**src/rtl/lbp_pkg.sv**
```systemverilog
// Shared constants for the LBP pipeline: code width, default pixel width and
// the neighbour-to-code-bit mapping (clockwise from top-left).
package lbp_pkg;

    localparam int unsigned CODE_W = 8;
    localparam int unsigned PIX_W  = 8;

    localparam int unsigned BIT_TL = 0;
    localparam int unsigned BIT_T  = 1;
    localparam int unsigned BIT_TR = 2;
    localparam int unsigned BIT_R  = 3;
    localparam int unsigned BIT_BR = 4;
    localparam int unsigned BIT_B  = 5;
    localparam int unsigned BIT_BL = 6;
    localparam int unsigned BIT_L  = 7;

endpackage

```
**src/rtl/lbp_code_gen_compare8.sv**
```systemverilog
// Combinational LBP comparator: bit i set when neighbour i >= centre (unsigned).
module lbp_compare8 import lbp_pkg::*; #(
    parameter int unsigned WIDTH = PIX_W
) (
    input  logic [WIDTH-1:0]             centre,
    input  logic [CODE_W-1:0][WIDTH-1:0] nbr,
    output logic [CODE_W-1:0]            code_c
);

    always_comb begin
        code_c = '0;
        for (int i = 0; i < int'(CODE_W); i++) begin
            code_c[i] = (nbr[i] >= centre);
        end
    end

endmodule

```
**src/rtl/lbp_code_gen.sv**
```systemverilog
// 3x3 window assembly, raster tracking and two-stage LBP code generation for
// interior pixels; border pixels produce no code.
module lbp_code_gen import lbp_pkg::*; #(
    parameter int unsigned WIDTH = PIX_W,
    parameter int unsigned IMG_W = 640,
    parameter int unsigned IMG_H = 480
) (
    input  logic              clk,
    input  logic              rst,
    input  logic              ce,
    input  logic              sof,
    input  logic [WIDTH-1:0]  row_top,
    input  logic [WIDTH-1:0]  row_mid,
    input  logic [WIDTH-1:0]  row_bot,
    output logic [CODE_W-1:0] code,
    output logic              code_valid,
    output logic              eof_out
);

    localparam int unsigned XW = $clog2(IMG_W);
    localparam int unsigned YW = $clog2(IMG_H);

    logic [XW-1:0] x_q, cur_x_c, nxt_x_c;
    logic [YW-1:0] y_q, cur_y_c, nxt_y_c;
    logic          qual_c, last_c;
    logic          qual_q, last_q;

    logic [WIDTH-1:0]             win [3][3];
    logic [CODE_W-1:0][WIDTH-1:0] nbr_c;
    logic [CODE_W-1:0]            cmp_code_c;

    // Position of the pixel on the taps; sof forces (0,0) regardless of counters.
    always_comb begin
        cur_x_c = sof ? '0 : x_q;
        cur_y_c = sof ? '0 : y_q;
        nxt_x_c = cur_x_c + XW'(1);
        nxt_y_c = cur_y_c;
        if (cur_x_c == XW'(IMG_W - 1)) begin
            nxt_x_c = '0;
            nxt_y_c = (cur_y_c == YW'(IMG_H - 1)) ? '0 : cur_y_c + YW'(1);
        end
        qual_c = (cur_x_c >= XW'(2)) && (cur_y_c >= YW'(2));
        last_c = (cur_x_c == XW'(IMG_W - 1)) && (cur_y_c == YW'(IMG_H - 1));
    end

    // Stage 1: counters, window shift and qualify flags; flags drop on idle cycles.
    always_ff @(posedge clk or negedge rst) begin
        if (!rst) begin
            x_q    <= '0;
            y_q    <= '0;
            qual_q <= 1'b0;
            last_q <= 1'b0;
            for (int r = 0; r < 3; r++) begin
                for (int c = 0; c < 3; c++) begin
                    win[r][c] <= '0;
                end
            end
        end else begin
            qual_q <= ce && qual_c;
            last_q <= ce && last_c;
            if (ce) begin
                x_q <= nxt_x_c;
                y_q <= nxt_y_c;
                for (int r = 0; r < 3; r++) begin
                    win[r][0] <= win[r][1];
                    win[r][1] <= win[r][2];
                end
                win[0][2] <= row_top;
                win[1][2] <= row_mid;
                win[2][2] <= row_bot;
            end
        end
    end

    always_comb begin
        nbr_c         = '0;
        nbr_c[BIT_TL] = win[0][0];
        nbr_c[BIT_T]  = win[0][1];
        nbr_c[BIT_TR] = win[0][2];
        nbr_c[BIT_R]  = win[1][2];
        nbr_c[BIT_BR] = win[2][2];
        nbr_c[BIT_B]  = win[2][1];
        nbr_c[BIT_BL] = win[2][0];
        nbr_c[BIT_L]  = win[1][0];
    end

    lbp_compare8 #(.WIDTH(WIDTH)) u_cmp (
        .centre (win[1][1]),
        .nbr    (nbr_c),
        .code_c (cmp_code_c)
    );

    // Stage 2: runs every clk so in-flight codes drain even while ce is low.
    always_ff @(posedge clk or negedge rst) begin
        if (!rst) begin
            code       <= '0;
            code_valid <= 1'b0;
            eof_out    <= 1'b0;
        end else begin
            if (qual_q) begin
                code <= cmp_code_c;
            end
            code_valid <= qual_q;
            eof_out    <= qual_q && last_q;
        end
    end

endmodule

```
**config.mk**
```make
export PLATFORM = sky130hd
export DESIGN_NAME = lbp_code_gen
export DESIGN_NICKNAME = d
export VERILOG_FILES = /design/src/rtl/lbp_pkg.sv /design/src/rtl/lbp_code_gen_compare8.sv /design/src/rtl/lbp_code_gen.sv
export SDC_FILE = /design/constraint.sdc
export NUM_CORES = 1
export LEC_CHECK = 0
export ABC_AREA = 0
export BUFFER_PORTS_ARGS = -buffer_cell sky130_fd_sc_hd__buf_2
export CORE_MARGIN = 1
export CORE_UTILIZATION = 25
export DETAILED_ROUTE_END_ITERATION = 10
export PLACE_DENSITY = 0.51
export SETUP_SLACK_MARGIN = 0.2
export SLEW_MARGIN = 20
export SYNTH_ARGS = -nofsm -noshare
export SYNTH_HDL_FRONTEND = slang
export SYNTH_SLANG_ARGS = --single-unit
```
**constraint.sdc**
```tcl
create_clock -name clk -period 2.6 [get_ports clk]
set_clock_uncertainty 0.15 [all_clocks]
set_input_delay 0.39 -clock clk [delete_from_list [all_inputs] [get_ports clk]]
set_output_delay 0.39 -clock clk [all_outputs]
set_load 0.02 [all_outputs]
```
[Word level (Yosys, flattened, before mapping)]
Cells that the tools add are included.
Operators by class
  reduce and logical (&&, ||, !) cells: 5
  add/sub/neg operators: 2
  order comparisons: 10
  eq/ne operators: 2
  mux-type cells: 5
Operator list (count)
  >= comparator 8 bit: 8
  two-way mux 9 bit: 3
  two-way mux 10 bit: 2
  adder 10 x 1 -> 10 bit (second input constant): 1
  equality test 10 bit (second input constant): 1
  >= comparator 10 x 2 -> 1 bit (second input constant): 1
  adder 9 x 1 -> 9 bit (second input constant): 1
  equality test 9 bit (second input constant): 1
  >= comparator 9 x 2 -> 1 bit (second input constant): 1
  logical AND 1 bit: 5
Storage, ports and cells
  logic and storage cells: 40
  output and inout bits: 10
  register bits: 103

[Longest topological paths before layout]
Gate-level depths: netlist of the first run.
  depth in word-level cells: 4
  depth in mapped cells: 12
  depth with buffers taken out: 8

[Modules after synthesis]
A second synthesis of the first run with hierarchy kept.
Second synthesis, totals
  cell total of the unflattened synthesis: 475
  area total of the unflattened synthesis: 5743.0 µm²
By module, submodules not included
  lbp_code_gen: times used 1, area an instance 4346.7 µm², seq. area each 2577.5 µm², cells an instance 324
  lbp_compare8: times used 1, area an instance 1396.3 µm², seq. area each 0.0 µm², cells an instance 151

[Worst setup path before layout of the first run]
No wires, ideal clock.
  path kind: in2reg
  from: input sof
  to: register x_q[3]
  arrival time: 2.257 ns
  required time: 2.360 ns
  slack: 0.103 ns
  library setup time: 0.090 ns
  stages on the path: 10
  path through: buf_6 clkbuf_1 nor2_1 ha_1 and4b_1 clkbuf_1 and3_1 buf_2 or4_1 o221ai_1
Between the ends
  longest elaborated chain between the ends: 3
  elaborated cells between the ends (all ways): 4
  classes of those cells: 1 x add/sub; 1 x eq/ne; 2 x mux
Ends and longest elaborated chain
  start, declared: line lbp_code_gen.sv:11  | input logic sof,
  two-way mux 10 bit (*): line lbp_code_gen.sv:34  | cur_x_c = sof ? '0 : x_q;
  adder 10 x 1 -> 10 bit / equality test 10 bit (equally long branches): line lbp_code_gen.sv:36, lbp_code_gen.sv:38
  two-way mux 10 bit (*): line lbp_code_gen.sv:38  | if (cur_x_c == XW'(IMG_W - 1)) begin
  end signal, assigned: line lbp_code_gen.sv:62  | x_q <= nxt_x_c;
  end, declared: line lbp_code_gen.sv:23  | logic [XW-1:0] x_q, cur_x_c, nxt_x_c;
Mark *: on every way between the ends. The rest lies on a longest branch, timed or not.
A chain may end at the register's enable or synchronous reset.

[Final worst setup path of the first run]
  from: register y_q[1]
  to: register y_q[3]
Between the ends
  longest elaborated chain between the ends: 4
  elaborated cells between the ends (all ways): 5
  classes of those cells: 1 x add/sub; 1 x eq/ne; 3 x mux
Ends and longest elaborated chain
  start, declared: line lbp_code_gen.sv:24  | logic [YW-1:0] y_q, cur_y_c, nxt_y_c;
  start signal, assigned: line lbp_code_gen.sv:63  | y_q <= nxt_y_c;
  two-way mux 9 bit (*): line lbp_code_gen.sv:35  | cur_y_c = sof ? '0 : y_q;
  adder 9 x 1 -> 9 bit / equality test 9 bit (equally long branches): line lbp_code_gen.sv:40  | nxt_y_c = (cur_y_c == YW'(IMG_H - 1)) ? '0 : cur_y_c + YW'(1);
  two-way mux 9 bit (*): line lbp_code_gen.sv:40
  two-way mux 9 bit (*): line lbp_code_gen.sv:38
Marked as above.

==> results.md, run 1 <==
- Outcome: finished with violations
- Violated checks: design-rule violations
- Initial DRT Pass Iterations: 7
- Syn Inst Count: 510
- Layout area overhead: 16.1%
- Seq. cell area: 2580 um2
- Worst slew margin: 0.506
- Placer Congestion: 0.816
- Synth unique cells: 45
- Post-synth ARST share: 1.00
- Total global-route track usage: 0.113
- DP Area: 6210 um2
- Yosys warnings: 0
- Pwr per Cell Area: 697 nW/um2
- Share of layout cells above drive strength 1: 0.130
- Max VDD drop: 0.000335 V
- Multiplexer area fraction after synthesis: 0.121
- Endpoints failing setup: 0
- Synth top area cells: dfrtp_1 (46%), ha_1 (15%), mux2_1 (11%)
- Final hold slack: 96.1 ps
- Top cells by count, synth: dfrtp_1 (103), ha_1 (68), mux2_1 (57)
- Layout Nets: 643
- Antenna viol nets, final: 0
- Yosys top cell by area: dfrtp_1
- Adder-Cell Fraction of Synth Area: 0.151
- HPWL after DPL: 8680 um
- Leak: 0.00300 uW
- Mapped Area: 5650 um2
- Largest net degree at the start of global routing: 59
- Max-cap viol count: 0
- Die ar.: 23,200 um2
- Arr. time, crit path: 2350 ps
- Synth top area share: 0.456
- Syn Nets: 606
- Synthesized area per cell: 11.1 um2
- Synth Area in Compound Gates: 0.0941
- GRT Residual Overflow: 0
- Worst-Margin Slew: 742 ps
- Initial antenna violation count: 0
- I/O pin count: 38
- CTS tree: done
- Sequential area share after synthesis: 0.456
- Fin Setup TNS: 0 ps
- Post-CTS Setup Repair Bufs: 0
- Max stage delay on crit path: 550 ps
- CTS sink count: 103
- Critical path class: register to register
- Hold Crit Class: primary input to register
- Final hold viol count: 0
- Clock transition at path regs: 70 ps
- Vias per cell: 4.76
- Finished Cell Area: 6560 um2
- Count of pins over their slew limit: 0
- Core area: 22,000 um2
- FP Rows: 54
- H-tree Lvls: 3
- Startpoint Class: register
- Tcrit/Tclk final: 0.868
- Total CTS buffers: 9
- Count of state elements after synthesis: 103
- Post-synth EDFFs: 0
- Crit path time final: 2260 ps
- # fillers: 2,286
- Vias in the first global route: 4,203
- Final wirelength: 12,000 um
- Worst-path cell chain: nor2b_1, ha_1, nand4_1, or4b_4, a21oi_1, o21ai_1, a21o_1
- Largest family of logic cells by synthesized area: adder cells
- RSZ-0062 raised after global routing: no
- Drt wl/cell: 14.5 um
- Root buffer cell: clkbuf_16
- # diodes: 0
- Crit path required time: 2690 ps
- First-pass GRT wire length: 21,100 um
- Setup crit end kind: register
- Number of I/O port buffers: 37
- Count leader, synth: dfrtp_1
- Post-Synth Simple-Gate Area: 0.144
- Critical path's slowest cell: or4b_4
- Die height: 152 um
- Crit path max fanout: 6
- Initial Util: 0.257
- Number of DRC markers in iteration 0: 132
- Achievable Freq: 0.443 GHz
- Die X: 152 um
- DRC viols: 4
- CTS max path bufs: 2
- Synth Area in XOR/XNOR: 0
- Vias: 3,960
- Footprint of the multi-input gates: 2900 um2
- Clock Latency Late Sink: 350 ps
- Top_reg_cell synth: dfrtp_1
[what timing repair did]
item                                   CTS  global route
endpoints found under the hold margin   64             0
hold buffers                             1             0
setup endpoints to repair                0             6
resized for setup                        0             3
[critical path: cells and delay by family (launching register included)]
family,cells,cell delay (ps)
AND/OR/NAND/NOR,3,890
adder cells (fa/ha/maj),1,270
flip-flops,1,410
AO/OA/AOI/OAI,3,430
[path summary, 6_finish.rpt]
check | startpoint | endpoint | slack, ps | cells after the start
worst min-delay path | row_top[1] | nbr_c[17] | 100 | 2
worst min register to register | last_q | eof_out | 310 | 1
worst max register to register | y_q[1] | y_q[3] | 340 | 7
min in group asynchronous | rst | y_q[3] | 250 | 2
max in group asynchronous | rst | nbr_c[40] | 1320 | 3
worst max-delay path | y_q[1] | y_q[3] | 340 | 7
[where the power goes]
part           switching (uW)  internal (uW)  leakage [uW]
Sequential                189           1850       0.00126
Combinational             570            462       0.00157
Clock                     608            901      0.000163
Total                    1370           3210       0.00300
[metal layers]
layer,track usage,vias to the layer above,part of all wire
li1,-,1924,-
met1,0.133,1961,0.43
met2,0.198,63,0.52
met3,0.0310,12,0.040
met4,0.0350,0,0.013
met5,0,-,0
[through the flow]
step	util	worst slack [ps]	cells	total power, uW
2_1_floorplan	-	202	510	2730
4_1_cts	0.298	354	832	4670
5_1_grt	0.298	221	832	4900
3_5_place_dp	0.282	125	815	3120
3_3_place_gp	0.282	179	815	3070
6_report	0.298	344	832	4580
[cells in the final DEF, fill, tap and decap left out, types with 5 or more instances in the layout]
cell and count:
o22ai_1 13, nand2b_1 11, dfrtp_1 103, nand3_1 12, buf_2 35, inv_1 23
nand4b_1 8, and4_1 8, nand2_1 39, a21oi_1 23, clkbuf_16 9, nor2_1 14
ha_1 67, nand4_1 11, o21ai_1 26, o21ai_0 10, buf_4 9, mux2_1 57
nor3_1 5, nor2b_1 10, a21o_1 11
[registers in the layout (all words and copies together), names as in the netlist]
signal and flops:
x_q 10, qual_q 1, win 8, code_valid 1, code 8, nbr_c 64
y_q 9, eof_out 1, last_q 1
[area by class of cell]
cell class	instances	area share
well taps	280	0.0534
clock buffers	12	0.0391
multi-input cells	361	0.442
inverters	24	0.0137
flip-flops and latches	103	0.393
repair buffers	48	0.0477
clock inverters	4	0.0118
[logic make-up (layout without fill, tap and decap cells)]
| group | Yosys count | in the layout |
|---|---|---|
| buffers and inverters | 46 | 88 |
| adders and majority gates | 68 | 68 |
| and+or+nand+nor | 140 | 140 |
| DFF | 103 | 103 |
| muxes | 61 | 61 |
| AOI/OAI and AO/OA | 92 | 92 |
(Power assumes the default switching activity.)
==> run 2, diff against run 1 <==
--- a/config.mk
+++ b/config.mk
@@ -9,6 +9,7 @@
 export BUFFER_PORTS_ARGS = -buffer_cell sky130_fd_sc_hd__buf_2
 export CORE_MARGIN = 1
 export CORE_UTILIZATION = 25
+export CTS_BUF_LIST = sky130_fd_sc_hd__clkbuf_8 sky130_fd_sc_hd__clkbuf_16
 export DETAILED_ROUTE_END_ITERATION = 10
 export PLACE_DENSITY = 0.51
 export SETUP_SLACK_MARGIN = 0.2
==> results.md, run 2 (synthesis results as in run 1) <==
- Switching share of power: 0.299
- Crit path time final: 2250 ps
- Setup crit end kind: register
- Post-route core utilization: 0.298
- Die height: 152 um
- Final wirelength: 12,000 um
- Arr. time, crit path: 2340 ps
- Achievable Freq: 0.444 GHz
- FP Rows: 54
- Sequential Power Share: 0.445
- Die ar.: 23,200 um2
- Footprint of the multi-input gates: 2900 um2
- Hold Crit Class: primary input to register
- HPWL after DPL: 8680 um
- Startpoint Class: register
- RSZ-0062 raised after global routing: no
- Most frequent cells in the layout: dfrtp_1 (103), ha_1 (67), mux2_1 (57), nand2_1 (39), buf_2 (35)
- Max VDD drop: 0.000335 V
- Layout area overhead: 16.1%
- Initial Util: 0.257
- GRT Residual Overflow: 0
- Final hold slack: 96.1 ps
- Tcrit/Tclk final: 0.866
- Layout Nets: 643
- Pwr per Cell Area: 697 nW/um2
- Total CTS buffers: 9
- Outcome: finished with violations
- Int Pwr: 3210 uW
- Clock share of power: 0.329
- Worst-Margin Slew: 742 ps
- Die X: 152 um
- Final setup margin: 348 ps
- Clock Latency Late Sink: 350 ps
- Leak: 0.00300 uW
- First-pass GRT wire length: 21,100 um
- Vias per cell: 4.75
- CTS max path bufs: 2
- Initial DRT Pass Iterations: 7
- Vias: 3,953
- Number of I/O port buffers: 37
- CTS tree: done
- Final hold viol count: 0
- Drt wl/cell: 14.5 um
- Worst slew margin: 0.506
- # fillers: 2,286
- Core area: 22,000 um2
- Commonest non-fill, non-tap cell in the layout: dfrtp_1
- H-tree Lvls: 3
- Endpoints failing setup: 0
- Psw: 1370 uW
- Initial antenna violation count: 0
- Seq. cell area: 2580 um2
- Max-cap viol count: 0
- DRC viols: 4
- Clock transition at path regs: 70 ps
- Violated checks: design-rule violations
- Logic pwr share: 0.226
- Share of layout cells above drive strength 1: 0.130
- Crit path required time: 2690 ps
- Finished Cell Area: 6560 um2
- Critical path class: register to register
- Post-CTS Setup Repair Bufs: 0
- Vias in the first global route: 4,203
- Flip-flop count of the largest register after layout: 64
- Count of pins over their slew limit: 0
- Number of DRC markers in iteration 0: 132
- CTS sink count: 103
- Largest net degree at the start of global routing: 59
- Placer Congestion: 0.816
- Antenna viol nets, final: 0
- Dpl ws: 125 ps
- Root buffer cell: clkbuf_16
- Fin Setup TNS: 0 ps
- DP Area: 6210 um2
- I/O pin count: 38
- # diodes: 0
- Total global-route track usage: 0.113
- Crit path max fanout: 6
[run 2: cell count changes in the layout (fill, tap and decap cells not counted), sizes merged]
cell,previous run,this run
clkbuf,12,11
inv,24,25
[run 2: path summary, 6_finish.rpt]
kind	startpoint	to	slack, ps	cells past startpoint
max in group asynchronous	rst	nbr_c[40]	1320	3
max reg2reg	y_q[1]	y_q[3]	350	7
min	row_top[1]	nbr_c[17]	100	2
min in group asynchronous	rst	y_q[3]	250	2
min reg2reg	last_q	eof_out	310	1
max	y_q[1]	y_q[3]	350	7
[run 2: routing by layer]
metal	vias to the layer above	global-route usage	part of all wire
met5	-	0	0
met4	0	0.0350	0.013
met3	12	0.0310	0.039
met2	61	0.198	0.52
met1	1956	0.133	0.43
li1	1924	-	-
[run 2: layout make-up]
class / instances / share of cell area
Inverter: 24 / 0.0137
Sequential cell: 103 / 0.393
Tap cell: 280 / 0.0534
Timing Repair Buffer: 48 / 0.0477
Clock inverter: 5 / 0.0124
Multi-Input combinational cell: 361 / 0.442
Clock buffer: 11 / 0.0385
[run 2: critical path, cell delays in order, from the launching register on]
cell,delay [ps]
dfrtp_1,410
nor2b_1,210
ha_1,270
nand4_1,130
or4b_4,550
a21oi_1,150
o21ai_1,70
a21o_1,210
[run 2: power groups by stage]
stage / clock network [uW] / logic (uW) / registers [uW]
2_1_floorplan: 0 / 645 / 2080
3_3_place_gp: 0 / 1010 / 2060
3_5_place_dp: 0 / 1050 / 2070
4_1_cts: 1570 / 1060 / 2040
5_1_grt: 1620 / 1200 / 2080
6_report: 1510 / 1030 / 2040
[run 2: what timing repair did]
item                                    in CTS  in global routing
hold buffers                                 1                  0
endpoints found under the setup margin       0                  6
endpoints found under the hold margin       64                  0
resized for setup                            0                  3
[run 2: through the flow]
step | total power [uW] | cells
after detailed placement | 3120 | 815
after floorplan | 2730 | 510
final | 4570 | 832
after global routing | 4900 | 832
after CTS | 4670 | 832
after global placement | 3070 | 815
